--- src/rtl/conv1_ctrl.sv ---
// Frame sequencer for the conv1 stage: raster tracking of the pixel stream,
// window-valid generation, result tagging through the arithmetic latency, end-of-frame.
module conv1_ctrl #(
    parameter int WIDTH       = 28,
    parameter int HEIGHT      = 28,
    parameter int FILTER_SIZE = 5,
    parameter int CALC_LAT    = 1,
    localparam int CW         = $clog2(WIDTH),
    localparam int RW         = $clog2(HEIGHT),
    localparam int MW         = (CW > RW) ? CW : RW,
    localparam int CRD_W      = (MW > 5) ? MW : 5
) (
    input  logic             clk,
    input  logic             rst,
    input  logic             start,
    input  logic             pixel_valid,
    output logic             busy,
    output logic             win_valid,
    output logic             res_valid,
    output logic [CRD_W-1:0] res_x,
    output logic [CRD_W-1:0] res_y,
    output logic             frame_done
);

    typedef enum logic [1:0] {
        S_IDLE  = 2'd0,
        S_RUN   = 2'd1,
        S_FLUSH = 2'd2,
        S_DONE  = 2'd3
    } state_t;

    state_t           state_q, state_d;
    logic [CW-1:0]    col_q, col_d;
    logic [RW-1:0]    row_q, row_d;
    logic             win_q, win_d;
    logic [CRD_W-1:0] win_x_q, win_x_d, win_y_q, win_y_d;
    logic             busy_q, busy_d;
    logic             frame_done_q, frame_done_d;
    logic             pix_acc_s, last_col_s, last_row_s, last_res_s, start_acc_s;

    assign pix_acc_s   = (state_q == S_RUN) && pixel_valid;
    assign start_acc_s = (state_q == S_IDLE) && start;
    assign last_col_s  = (col_q == CW'(WIDTH - 1));
    assign last_row_s  = (row_q == RW'(HEIGHT - 1));
    // The final window of the frame has left the delay line.
    assign last_res_s  = res_valid && (res_x == CRD_W'(WIDTH - FILTER_SIZE))
                                   && (res_y == CRD_W'(HEIGHT - FILTER_SIZE));

    // State register
    always_ff @(posedge clk) begin
        if (rst) begin
            state_q <= S_IDLE;
        end else begin
            state_q <= state_d;
        end
    end

    // Next-state logic
    always_comb begin
        state_d = state_q;
        case (state_q)
            S_IDLE:  if (start) state_d = S_RUN; else state_d = S_IDLE;
            S_RUN:   if (pix_acc_s && last_col_s && last_row_s) state_d = S_FLUSH;
                     else state_d = S_RUN;
            S_FLUSH: if (last_res_s) state_d = S_DONE; else state_d = S_FLUSH;
            S_DONE:  state_d = S_IDLE;
            default: state_d = S_IDLE;
        endcase
    end

    // Output decode from the next state so busy/frame_done can be registered
    always_comb begin
        busy_d       = 1'b0;
        frame_done_d = 1'b0;
        case (state_d)
            S_RUN:   busy_d = 1'b1;
            S_FLUSH: busy_d = 1'b1;
            S_DONE:  frame_done_d = 1'b1;
            default: busy_d = 1'b0;
        endcase
    end

    // Raster counters and window qualification
    always_comb begin
        col_d = col_q;
        row_d = row_q;
        if (start_acc_s) begin
            col_d = {CW{1'b0}};
            row_d = {RW{1'b0}};
        end else if (pix_acc_s) begin
            if (last_col_s) begin
                col_d = {CW{1'b0}};
                if (last_row_s) begin
                    row_d = {RW{1'b0}};
                end else begin
                    row_d = row_q + RW'(1);
                end
            end else begin
                col_d = col_q + CW'(1);
            end
        end else begin
            col_d = col_q;
        end
        win_d = pix_acc_s && (col_q >= CW'(FILTER_SIZE - 1)) && (row_q >= RW'(FILTER_SIZE - 1));
        if (win_d) begin
            win_x_d = CRD_W'(col_q) - CRD_W'(FILTER_SIZE - 1);
            win_y_d = CRD_W'(row_q) - CRD_W'(FILTER_SIZE - 1);
        end else begin
            win_x_d = win_x_q;
            win_y_d = win_y_q;
        end
    end

    // Counter, window and status registers
    always_ff @(posedge clk) begin
        if (rst) begin
            col_q        <= {CW{1'b0}};
            row_q        <= {RW{1'b0}};
            win_q        <= 1'b0;
            win_x_q      <= {CRD_W{1'b0}};
            win_y_q      <= {CRD_W{1'b0}};
            busy_q       <= 1'b0;
            frame_done_q <= 1'b0;
        end else begin
            col_q        <= col_d;
            row_q        <= row_d;
            win_q        <= win_d;
            win_x_q      <= win_x_d;
            win_y_q      <= win_y_d;
            busy_q       <= busy_d;
            frame_done_q <= frame_done_d;
        end
    end

    assign busy       = busy_q;
    assign frame_done = frame_done_q;
    assign win_valid  = win_q;

    // Tags only advance alongside a valid so the output coordinates hold between results.
    if (CALC_LAT == 0) begin : g_lat0
        assign res_valid = win_q;
        assign res_x     = win_x_q;
        assign res_y     = win_y_q;
    end else begin : g_latn
        logic [CALC_LAT-1:0]            dv_q;
        logic [CALC_LAT-1:0][CRD_W-1:0] dx_q;
        logic [CALC_LAT-1:0][CRD_W-1:0] dy_q;

        // Result delay line matching the arithmetic pipeline
        always_ff @(posedge clk) begin
            if (rst) begin
                dv_q <= {CALC_LAT{1'b0}};
                dx_q <= {(CALC_LAT*CRD_W){1'b0}};
                dy_q <= {(CALC_LAT*CRD_W){1'b0}};
            end else begin
                dv_q[0] <= win_q;
                if (win_q) begin
                    dx_q[0] <= win_x_q;
                    dy_q[0] <= win_y_q;
                end
                for (int i = 1; i < CALC_LAT; i++) begin
                    dv_q[i] <= dv_q[i-1];
                    if (dv_q[i-1]) begin
                        dx_q[i] <= dx_q[i-1];
                        dy_q[i] <= dy_q[i-1];
                    end
                end
            end
        end

        assign res_valid = dv_q[CALC_LAT-1];
        assign res_x     = dx_q[CALC_LAT-1];
        assign res_y     = dy_q[CALC_LAT-1];
    end

endmodule

--- config.mk ---
export PLATFORM = sky130hd
export DESIGN_NAME = conv1_ctrl
export DESIGN_NICKNAME = d
export VERILOG_FILES = /design/src/rtl/conv1_ctrl.sv
export SDC_FILE = /design/constraint.sdc
export NUM_CORES = 1
export LEC_CHECK = 0
export BUFFER_PORTS_ARGS = -buffer_cell sky130_fd_sc_hd__buf_2
export CORE_UTILIZATION = 62
export DETAILED_ROUTE_END_ITERATION = 8
export GPL_ROUTABILITY_DRIVEN = 0
export GPL_TIMING_DRIVEN = 0
export PLACE_DENSITY = 0.83
export SYNTH_ARGS = -nofsm -noshare
export SYNTH_HDL_FRONTEND = slang
export SYNTH_SLANG_ARGS = --single-unit
export TNS_END_PERCENT = 10
--- constraint.sdc ---
create_clock -name clk -period 3.9 [get_ports clk]
set_input_delay 0.585 -clock clk [delete_from_list [all_inputs] [get_ports clk]]
set_output_delay 0.585 -clock clk [all_outputs]
set_load 0.05 [all_outputs]
Word level (Yosys, flattened, before mapping)
Index checks and enable logic that the tools add are counted.
{"block": "classes", "reduce_logical": 12, "eq_ne": 10, "n_lt_le_gt_ge": 2, "n_mux": 8, "n_addsub": 4}
{"op": "5-bit equality test (second input constant)", "n": 4}
{"op": "5-bit by 1-bit adder with 5-bit output (second input constant)", "n": 2}
{"op": "5-bit by 3-bit >= comparator with 1-bit output (second input constant)", "n": 2}
{"op": "5-bit 2-to-1 mux", "n": 2}
{"op": "5-bit by 3-bit subtractor with 5-bit output (second input constant)", "n": 2}
{"op": "2-bit equality test (second input constant)", "n": 4}
{"op": "1-bit logical AND", "n": 8}
{"op": "2-bit case mux with 4 select lines", "n": 1}
{"op": "2-bit by 1-bit equality test with 1-bit output (second input constant)", "n": 2}
{"op": "1-bit 2-to-1 mux", "n": 4}
{"op": "2-bit OR reduction", "n": 2}
{"op": "2-bit zero test", "n": 1}
{"op": "2-bit 2-to-1 mux", "n": 1}
{"op": "2-bit AND reduction", "n": 1}
{"block": "totals", "out_inout_bits": 14, "reg_bits": 36}

Logic depth before layout (Yosys ltp)
Gate-level depths: netlist (run 1).
{"block": "logic_depth", "ltp_word": 9, "depth_mapped": 7, "ltp_nobuf": 7}

Least setup slack after synthesis (run 1)
OpenSTA, ideal clock, no wires.
{"block": "synth_timing", "path_kind": "reg-to-reg", "start": "register g_latn.dy_q, in the netlist res_y[2]", "end": "register busy_q (netlist: busy)", "t_arrival_ns": 1.718, "setup_ns": 0.128, "stages_incl_launch_ff": 6, "required_time_ns": 3.772, "slack_ns": 2.054, "period_less_slack_ns": 1.846, "cell_sequence": "dfxtp_1 > nand4b_1 > or4_1 > nand3_1 > ha_1 > nor2b_1"}
{"block": "synth_via", "elab_chain_cells": 7, "word_cells_on_any_way": 8, "classes_between": "3 x eq/ne; 3 x mux; 2 x reduce/logical"}
{"item": "start: declaration", "line": "147", "source": "logic [CALC_LAT-1:0][CRD_W-1:0] dy_q;"}
{"item": "start signal: assignment", "line": "154", "source": "dy_q <= {(CALC_LAT*CRD_W){1'b0}};"}
{"item": "start signal: indexed assignment", "line": "165", "source": "dy_q[i] <= dy_q[i-1];"}
{"item": "5-bit equality test *", "line": "47", "source": "&& (res_y == CRD_W'(HEIGHT - FILTER_SIZE));"}
{"item": "1-bit logical AND *", "line": "47"}
{"item": "1-bit 2-to-1 mux *", "line": "65", "source": "S_FLUSH: if (last_res_s) state_d = S_DONE; else state_d = S_FLUSH;"}
{"item": "2-bit case mux with 4 select lines *", "line": "61", "source": "case (state_q)"}
{"item": "2-bit equality test or 2-bit by 1-bit equality test with 1-bit output (tied branches)", "line": "75", "source": "case (state_d)"}
{"item": "2-bit OR reduction (no source line) *"}
{"item": "1-bit 2-to-1 mux *", "line": "75"}
{"item": "named net busy_d", "line": "37", "source": "logic busy_q, busy_d;"}
{"item": "end signal: assignment", "line": "130", "source": "busy_q <= busy_d;"}
{"item": "end: declaration", "line": "37"}
Mark *: on every way through the listed nets, which the timed path passes. The rest lies on a longest branch.
A chain may end at the register's enable or synchronous reset.

Final worst setup path (run 1)
{"block": "layout_timing", "start": "register col_q[2]", "end": "register busy_q (netlist: busy)"}
{"block": "layout_via", "elab_chain_cells": 8, "word_cells_on_any_way": 9, "classes_between": "3 x eq/ne; 3 x mux; 3 x reduce/logical"}
{"item": "start: declaration", "line": "33", "source": "logic [CW-1:0] col_q, col_d;"}
{"item": "start signal: assignment", "line": "117", "source": "col_q <= {CW{1'b0}};"}
{"item": "start signal: assignment", "line": "125", "source": "col_q <= col_d;"}
{"item": "5-bit equality test *", "line": "43", "source": "assign last_col_s = (col_q == CW'(WIDTH - 1));"}
{"item": "1-bit logical AND * (2 in a row)", "line": "63", "source": "S_RUN: if (pix_acc_s && last_col_s && last_row_s) state_d = S_FLUSH;"}
{"item": "2-bit 2-to-1 mux *", "line": "63"}
{"item": "2-bit case mux with 4 select lines *", "line": "61"}
{"item": "2-bit equality test or 2-bit by 1-bit equality test with 1-bit output (tied branches)", "line": "75"}
{"item": "2-bit OR reduction (no source line) *"}
{"item": "1-bit 2-to-1 mux *", "line": "75"}
{"item": "named net busy_d", "line": "37"}
Marked as above.

==> summary.txt, run 1 <==
Floorplan
  – Core area: 2540 sq um
  – Die height: 54.8 um
  – Horiz. Die Dim: 54.8 um
  – Boundary Pins: 18
  – Initial Utilization: 67.9%
  – Die ar.: 3000 sq um
  – Site Rows: 18

Power and ir drop
  – Pleak: 0.715 nW
  – Power per cell area: 342 nW/um^2
  – Peak supply drop: 0.392 mV

Placed design
  – Cell Area, Placed: 1850 sq um
  – Count of input and output buffers: 16
  – Post-DP HPWL: 2650 um
  – Placed cell count: 226
  – Worst slack, placed: 1870 ps

Timing
  – Final setup TNS: 0 ps
  – Slew HR: 57.1%
  – Fin. Hold Viols: 0
  – Peak Freq: 482 MHz
  – Min Tclk post-route: 2070 ps
  – Layout Skew: 14.3 ps
  – Endpoints failing setup: 0
  – RSZ-0062 raised after global routing: false
  – Setup WS post-layout: 1830 ps
  – Least-Margin Pin Slew: 644 ps
  – Fin crit share: 53.2%
  – Slew Viols, Final: 0

Global routing
  – Antenna violations before repair: 0
  – Most Used Layer, Global Route: met2
  – Final global-route overflow total: 0
  – GR Util met2: 46.0%
  – Largest net degree at the start of global routing: 12
  – GRT met1 Usage: 31.2%
  – GRT met3 Usage: 8.33%
  – First-pass GRT wire length: 5550 um
  – GRT Util Overall: 27.1%
  – Number of global-route vias before repair: 1,282

Min path
  – Hold Startpoint: win_x_q[2]
  – Min-Delay Endpoint: win_x_q[2]
  – Hold Path Class: flip-flop to flip-flop
  – Hold depth: 2

Clock tree
  – Clk sinks: 36
  – H-tree level count: 2
  – Hold_buf cts: 0
  – # Post-CTS Setup Buffers: 0
  – Skew-Pair Late Insertion Delay: 350 ps
  – Clock transition at path regs: 110 ps
  – CTS Buf Count: 5
  – CTS Root Cell: clkbuf_4
  – Worst-case clock buffer depth: 2
  – CTS tree: yes
  – Post-CTS sizing: 0

Cells and area
  – Layout cell share with drive strength beyond 1: 13.7%
  – Synthesis-to-layout area growth: 11.2%
  – Design area: 1920 sq um
  – Storage element area: 721 sq um
  – Fin util: 75.5%
  – FILL cells: 204
  – Fin cells: 234
  – Multi-input gate area: 906 sq um
  – # diodes: 0
  – Layout Nets: 220

Synth
  – Sequential share of the synthesized area: 41.7%
  – Mux cell area share after synthesis: 7.68%
  – Cells after synthesis: 180
  – Synth Area in Compound Gates: 13.6%
  – Largest family of logic cells by synthesized area: simple AND/OR/NAND/NOR gates
  – EDFF count, synth: 0
  – Cells taking the most area after synthesis: dfxtp_1 (42%), ha_1 (9.4%), mux2i_1 (6.4%)
  – Synth top area share: 41.7%
  – Ys async rst share: 0%
  – Syn Nets: 197
  – Simple-Gate Fraction of Synth Area: 19.7%
  – Cell variety after synth: 34
  – Count leader, synth: dfxtp_1
  – Xor and xnor area share after synthesis: 2.03%
  – Ys Warns: 0
  – Mapped Area: 1730 sq um
  – Yosys reg bits: 36
  – Main synth FF type: dfxtp_1
  – Post-synth top cells: dfxtp_1 (36), nor2_1 (17), inv_1 (16), ha_1 (13), mux2i_1 (11)
  – Cell taking the most area after synthesis: dfxtp_1
  – Post-Synth Adder-Cell Area: 9.41%
  – Syn Area/Cell: 9.60 sq um

Critical path
  – Flop2flop setup slack: 1830 ps
  – Worst-path cell chain: inv_1, ha_1, nand3_1, o311ai_0, nand3_1, ha_1, nor2b_1
  – Max stage delay on crit path: 490 ps
  – CP Capture Type: flip-flop
  – R2R Path Start: col_q[2]
  – Critical Path AT: 2310 ps
  – Buf/Inv on CP: 1
  – Critical setup path kind: flip-flop to flip-flop
  – Worst r2r path cells: 7
  – Critical path required time: 4140 ps
  – End of the worst register-to-register path: busy
  – Slowest stage cell on the critical path: o311ai_0
  – Crit path max-delay family: compound AO/OA/AOI/OAI gates
  – Worst Path Max Fanout: 7
  – Critical Path Start Type: flip-flop

Flow run
  – Max cap viols: 0

Route
  – Detail-routed via count per cell: 6.00
  – Drc violations: 0
  – Via count: 1,403
  – Drt total wl: 3520 um
  – First-pass DRT Iterations: 4
  – Routed length per instance: 15.0 um
  – Post-route ant nets: 0
  – 1st-iter DRT viols: 22

Status
  – Status: finished clean
==> tightest hold or removal path, cell delays in order (launching register included) <==
cell and delay (ps):
dfxtp_1 330, inv_1 50, a21oi_1 50
==> layer usage <==
metal  share of wire, %  vias up
met3                4.7        9
li1                   -      680
met2                 49       42
met1                 44      672
met5                  0        -
met4                1.5        0
==> where the power goes <==
group,internal [W],switching [W],total (W)
clock network,0.000134,0.000123,0.000258
logic,0.00000823,0.0000192,0.0000275
registers,0.000370,0.00000186,0.000372
total,0.000512,0.000144,0.000657
==> logic make-up (layout without fill, tap and decap cells) <==
| group | after synthesis | in the layout |
|---|---|---|
| DFF | 36 | 36 |
| muxes | 13 | 13 |
| buffers and inverters | 24 | 48 |
| AOI/OAI and AO/OA | 29 | 29 |
| adders and majority gates | 13 | 13 |
| xor gates and xnor gates | 4 | 4 |
| and+or+nand+nor | 61 | 61 |
==> worst max-delay path by stage <==
stage | start | end | slack (ps) | depth (start not counted)
2_1_floorplan | res_y[2] | busy | 2050 | 5
3_3_place_gp | col_q[2] | busy | 1880 | 7
3_5_place_dp | col_q[2] | busy | 1870 | 7
4_1_cts | col_q[2] | busy | 1850 | 7
5_1_grt | col_q[2] | busy | 1640 | 7
6_report | col_q[2] | busy | 1830 | 7
==> state kept, by name, summed over array words and instances, names as in the netlist <==
signal / cells
col_q: 5
res_x: 5
res_y: 5
row_q: 5
win_x_q: 5
win_y_q: 5
state_q: 2
busy: 1
frame_done: 1
res_valid: 1
win_valid: 1
==> cell usage in the layout (no fill, tap or decap), drive strengths merged, types with 3 or more instances in the layout <==
cell    instances
inv            16
nand2           3
a31o            4
or3             3
dfxtp          36
or4             3
nor3            3
nand4b          4
clkbuf         10
nor2b           5
nand3           7
nor2           17
buf            20
nor4            6
nand2b          5
o31ai           4
mux2i          11
a21oi           6
a211oi          5
ha             13
o21ai           5
==> final cells by class <==
type / count / share of cell area, %
timing repair buffer: 16 / 4.17
multi-input combinational: 120 / 47.1
clock buffer: 6 / 2.15
inverter: 16 / 3.13
clock inverter: 2 / 1.82
buffer: 8 / 2.15
sequential: 36 / 37.5
tap: 30 / 1.95
==> metrics by stage <==
stage / hold slack (ps) / power, W
global placement: 442 / 0.000406
CTS: 469 / 0.000660
global route: 490 / 0.000682
finish: 465 / 0.000657
floorplan: 423 / 0.000399
detailed placement: 450 / 0.000407
(Power assumes the default switching activity.)
==> run 2: changes to the inputs <==
Settings changed: CORE_UTILIZATION 62 to 57, PLACE_DENSITY 0.83 to 0.78.
Clock period 3.9 ns to 2.2 ns, I/O delays scaled along.
==> run 2 against run 1 <==
Effect of this change:
- the run now ends with design-rule violations left
- highest routed layer unchanged
- die area rose by 8.5%
- clock skew increased by 4.4 ps
- worst setup slack worse by 1700 ps
- utilization fell by 7.5 points
- critical path type unchanged
- combinational power is 79% higher
- non-clock buffer count unchanged
- first-iteration DRC count grew to 2.5 times the previous value
- final cell count rose by 0.43%
- sequential power grew 77%
- clock-buffer cell count increased by 1
- via count is 2.4% lower
==> summary.txt, run 2 (synthesis results as in run 1) <==
Critical path
  – R2R Path Start: row_q[3]
  – Max stage delay on crit path: 590 ps
  – Critical setup path kind: flip-flop to flip-flop
  – Buf/Inv on CP: 1
  – Worst Path Max Fanout: 9
  – End of the worst register-to-register path: win_y_q[3]
  – Worst r2r path cells: 5
  – Worst-path cell chain: inv_1, ha_1, a2111oi_4, nor3_1, mux2_1
  – Critical path required time: 2430 ps
  – Flop2flop setup slack: 170 ps
  – Critical Path AT: 2260 ps
  – CP Capture Type: flip-flop
  – Slowest stage cell on the critical path: a2111oi_4
  – Critical Path Start Type: flip-flop
  – Crit path max-delay family: compound AO/OA/AOI/OAI gates

Global routing
  – Final global-route overflow total: 0
  – Number of global-route vias before repair: 1,372
  – First-pass GRT wire length: 6070 um
  – Largest net degree at the start of global routing: 12
  – GRT Util Overall: 24.2%
  – Antenna violations before repair: 0

Min path
  – Hold Path Class: primary input to flip-flop
  – Min-Delay Endpoint: state_q[0]
  – Hold depth: 3
  – Hold Startpoint: start

Cells and area
  – Most frequent cells in the layout: dfxtp_1 (36), nor2_1 (17), inv_1 (16), buf_2 (16), ha_1 (13)
  – Most common cell after layout, fill and taps aside: dfxtp_1
  – Synthesis-to-layout area growth: 10.5%
  – Layout cell share with drive strength beyond 1: 13.7%
  – # diodes: 0
  – Layout Nets: 220
  – FILL cells: 234
  – Fin util: 68.1%

Timing
  – Least-Margin Pin Slew: 686 ps
  – Fin. Hold Viols: 0
  – Fin crit share: 92.3%
  – Min Tclk post-route: 2030 ps
  – Setup WS post-layout: 169 ps
  – Slew HR: 54.3%
  – Peak Freq: 492 MHz
  – WHS: 426 ps
  – Endpoints failing setup: 0
  – Final setup TNS: 0 ps
  – RSZ-0062 raised after global routing: false
  – Slew Viols, Final: 0
  – Layout Skew: 18.6 ps

Flow run
  – Max cap viols: 0

Placed design
  – Worst slack, placed: 109 ps
  – Count of input and output buffers: 16
  – Post-DP HPWL: 2580 um

Status
  – Status: finished, violations left
  – Failing checks: design-rule violations

Route
  – Post-route ant nets: 0
  – Routed length per instance: 14.4 um
  – Detail-routed via count per cell: 5.83
  – First-pass DRT Iterations: 6
  – Drt total wl: 3390 um
  – Drc violations: 4
  – 1st-iter DRT viols: 56
  – Via count: 1,370

Floorplan
  – Die height: 57.1 um
  – Horiz. Die Dim: 57.1 um
  – Initial Utilization: 61.6%
  – Core area: 2810 sq um
  – Site Rows: 19
  – Boundary Pins: 18
  – Die ar.: 3260 sq um

Power and ir drop
  – Pleak: 0.704 nW
  – Power per cell area: 569 nW/um^2
  – Peak supply drop: 0.484 mV

Clock tree
  – Worst-case clock buffer depth: 2
  – Clk sinks: 36
  – H-tree level count: 2
  – Skew-Pair Late Insertion Delay: 350 ps
  – CTS Buf Count: 5
  – CTS tree: yes
  – # Post-CTS Setup Buffers: 0
  – Clock transition at path regs: 120 ps
  – CTS Root Cell: clkbuf_4
-- run 2: worst reg2reg max path, cell delays in order (launching register included) --
cell       delay [ps]
dfxtp_1           480
inv_1             110
ha_1              230
a2111oi_4         590
nor3_1            160
mux2_1            340
-- run 2: how the worst max path moves through the flow --
stage                  start    endpoint  slack (ps)  cells after the start
floorplan           res_y[2]        busy         350                      5
global placement    col_q[2]        busy         190                      7
detailed placement  col_q[2]        busy         110                      7
CTS                 col_q[2]        busy         100                      7
global route        row_q[3]  win_y_q[3]           3                      5
finish              row_q[3]  win_y_q[3]         170                      5
-- run 2: where the power goes --
part           internal, W  switching [W]
registers         0.000656     0.00000322
logic            0.0000149      0.0000342
clock network     0.000156       0.000223
-- run 2: layout make-up --
type | count | area, sq um | area share [%]
Buffer | 8 | 41.3 | 2.16
Clock buffer | 7 | 55.1 | 2.88
Clock inverter | 1 | 7.51 | 0.393
Inverter | 16 | 60.1 | 3.15
Multi-Input combinational cell | 120 | 906 | 47.4
Sequential cell | 36 | 721 | 37.7
Tap cell | 31 | 38.8 | 2.03
Timing Repair Buffer | 16 | 80.1 | 4.19
-- run 2: what timing repair did --
action                                  in CTS  in global routing
endpoints found under the setup margin       0                  1
hold buffers                                 0                  0
resized for setup                            0                  1
-- run 2: stage by stage --
step | power, W | instances | cell area (sq um)
2_1_floorplan | 0.000708 | 180 | 1730
3_3_place_gp | 0.000719 | 227 | 1850
6_report | 0.00109 | 235 | 1910
4_1_cts | 0.00109 | 235 | 1910
5_1_grt | 0.00112 | 235 | 1910
3_5_place_dp | 0.000722 | 227 | 1850
-- run 2: layer usage --
metal / wire length [um] / GRT usage, % / vias to the layer above
li1: - / - / 681
met3: 119 / 6.80 / 9
met4: 65 / 10.5 / 0
met2: 1600 / 39.2 / 26
met5: 0 / 0 / -
met1: 1610 / 30.2 / 654
==> run 3: changes to the inputs <==
Settings changed: BUFFER_PORTS_ARGS -buffer_cell sky130_fd_sc_hd__buf_2 to -buffer_cell sky130_fd_sc_hd__buf_4, CORE_ASPECT_RATIO set to 0.8.
==> run 3 against run 2 <==
Effect of this change:
- the flow now finishes without violations
- sequential power about the same
- sequential share of layout area shrank 1.8 points
- critical path depth unchanged
- total power is 18% higher
- combinational power is 4% higher
- fmax fell by 1.1%
- die area about the same
- hold slack gained 37 ps
- worst setup slack worse by 22 ps
- global-route usage is 0.83 points higher
- register-to-register slack worse by 20 ps
- final area grew 4.9%
==> summary.txt, run 3 (synthesis results as in run 1) <==
Critical path
  – Max stage delay on crit path: 610 ps
  – Critical path required time: 2370 ps
  – Worst-path cell chain: inv_1, ha_1, a2111oi_4, nor3_1, mux2_1
  – Critical setup path kind: flip-flop to flip-flop
  – End of the worst register-to-register path: win_y_q[3]
  – R2R Path Start: row_q[3]
  – Critical Path Start Type: flip-flop
  – Slowest stage cell on the critical path: a2111oi_4
  – Worst r2r path cells: 5
  – Worst Path Max Fanout: 9
  – CP Capture Type: flip-flop
  – Crit path max-delay family: compound AO/OA/AOI/OAI gates
  – Flop2flop setup slack: 150 ps
  – Buf/Inv on CP: 1
  – Critical Path AT: 2220 ps

Floorplan
  – Core area: 2810 sq um
  – Initial Utilization: 61.5%
  – Die ar.: 3260 sq um
  – Site Rows: 17
  – Die height: 51.2 um
  – Boundary Pins: 18
  – Horiz. Die Dim: 63.6 um

Power and ir drop
  – Power per cell area: 639 nW/um^2
  – Sw power: 0.000272 W
  – Comb pwr share: 4.0%
  – Int Pwr: 0.00101 W
  – Switching Share: 21.2%
  – Clock Power Share: 44.5%
  – Pleak: 0.728 nW
  – Seq pwr share: 51.5%
  – Peak supply drop: 0.472 mV

Min path
  – Hold Path Class: flip-flop to flip-flop
  – Hold Startpoint: win_x_q[2]
  – Hold depth: 2
  – Min-Delay Endpoint: win_x_q[2]

Route
  – Drc violations: 0
  – Drt total wl: 3650 um
  – Via count: 1,364
  – Post-route ant nets: 0
  – Detail-routed via count per cell: 5.64
  – Routed length per instance: 15.1 um
  – 1st-iter DRT viols: 70
  – First-pass DRT Iterations: 4

Cells and area
  – Fin util: 71.3%
  – FILL cells: 227
  – Synthesis-to-layout area growth: 15.9%
  – Fin cells: 242
  – Most frequent cells in the layout: dfxtp_1 (36), nor2_1 (17), buf_4 (17)
  – Most common cell after layout, fill and taps aside: dfxtp_1
  – Layout Nets: 220
  – Design area: 2000 sq um
  – # diodes: 0
  – Layout cell share with drive strength beyond 1: 13.7%

Placed design
  – Placed cell count: 234
  – Count of input and output buffers: 16
  – Cell Area, Placed: 1900 sq um
  – Post-DP HPWL: 2730 um

Timing
  – WHS: 463 ps
  – Least-Margin Pin Slew: 717 ps
  – Endpoints failing setup: 0
  – Layout Skew: 6.63 ps
  – Fin crit share: 93.3%
  – Slew Viols, Final: 0
  – Peak Freq: 487 MHz
  – Fin. Hold Viols: 0
  – Min Tclk post-route: 2050 ps
  – Final setup TNS: 0 ps
  – RSZ-0062 raised after global routing: false
  – Slew HR: 52.2%

Clock tree
  – Worst-case clock buffer depth: 2
  – H-tree level count: 2
  – Clk sinks: 36
  – Skew-Pair Late Insertion Delay: 290 ps
  – Clock transition at path regs: 70 ps
  – CTS Root Cell: clkbuf_8
  – CTS Buf Count: 5
  – CTS tree: yes

Global routing
  – Final global-route overflow total: 0
  – First-pass GRT wire length: 6130 um
  – Number of global-route vias before repair: 1,321
  – GRT Util Overall: 25.0%
  – Largest net degree at the start of global routing: 12
  – Antenna violations before repair: 0

Status
  – Status: finished clean

Flow run
  – Max cap viols: 0
run 3: repair_timing:
item | in CTS | in global routing
hold endpoints to repair | 0 | 0
setup buffers | 0 | 0
hold buffers | 0 | 0
setup endpoints to repair | 0 | 2
resized for setup | 0 | 1
run 3: area by class of cell:
type	count	area (sq um)	share of cell area [%]
Timing Repair Buffer	16	120	6.00
Inverter	16	60.1	3.00
Buffer	8	41.3	2.06
Tap cell	38	47.5	2.37
Clock buffer	6	72.6	3.62
Clock inverter	2	35.0	1.75
Sequential cell	36	721	36.0
Multi-Input combinational cell	120	906	45.2
run 3: how the worst max path moves through the flow:
stage / from / end / cells past startpoint
2_1_floorplan: res_y[2] / busy / 5
6_report: row_q[3] / win_y_q[3] / 5
4_1_cts: col_q[2] / busy / 7
3_5_place_dp: col_q[2] / busy / 7
3_3_place_gp: col_q[2] / busy / 7
5_1_grt: row_q[3] / win_y_q[3] / 5
run 3: layer usage:
metal  track usage [%]  part of all wire [%]
met5                 0                     0
met4              9.09                   1.3
met3              5.36                   3.1
met2              42.4                    47
met1              31.3                    49
run 3: metrics by stage:
| step | power [W] | setup WS, ps |
|---|---|---|
| floorplan | 0.000708 | 354 |
| global placement | 0.000722 | 189 |
| detailed placement | 0.000724 | 125 |
| CTS | 0.00128 | 111 |
| global route | 0.00132 | 22.3 |
| finish | 0.00128 | 147 |
run 3: worst min-delay path, stage by stage (launching register included):
cell and delay (ps):
dfxtp_1 320, inv_1 50, a21oi_1 50
run 3: power by group through the flow:
stage | Combinational (W) | Clock, W | Sequential, W
4_1_cts | 0.0000503 | 0.000572 | 0.000659
6_report | 0.0000509 | 0.000570 | 0.000659
3_5_place_dp | 0.0000500 | 0 | 0.000674
2_1_floorplan | 0.0000293 | 0 | 0.000679
3_3_place_gp | 0.0000482 | 0 | 0.000673
5_1_grt | 0.0000557 | 0.000601 | 0.000659
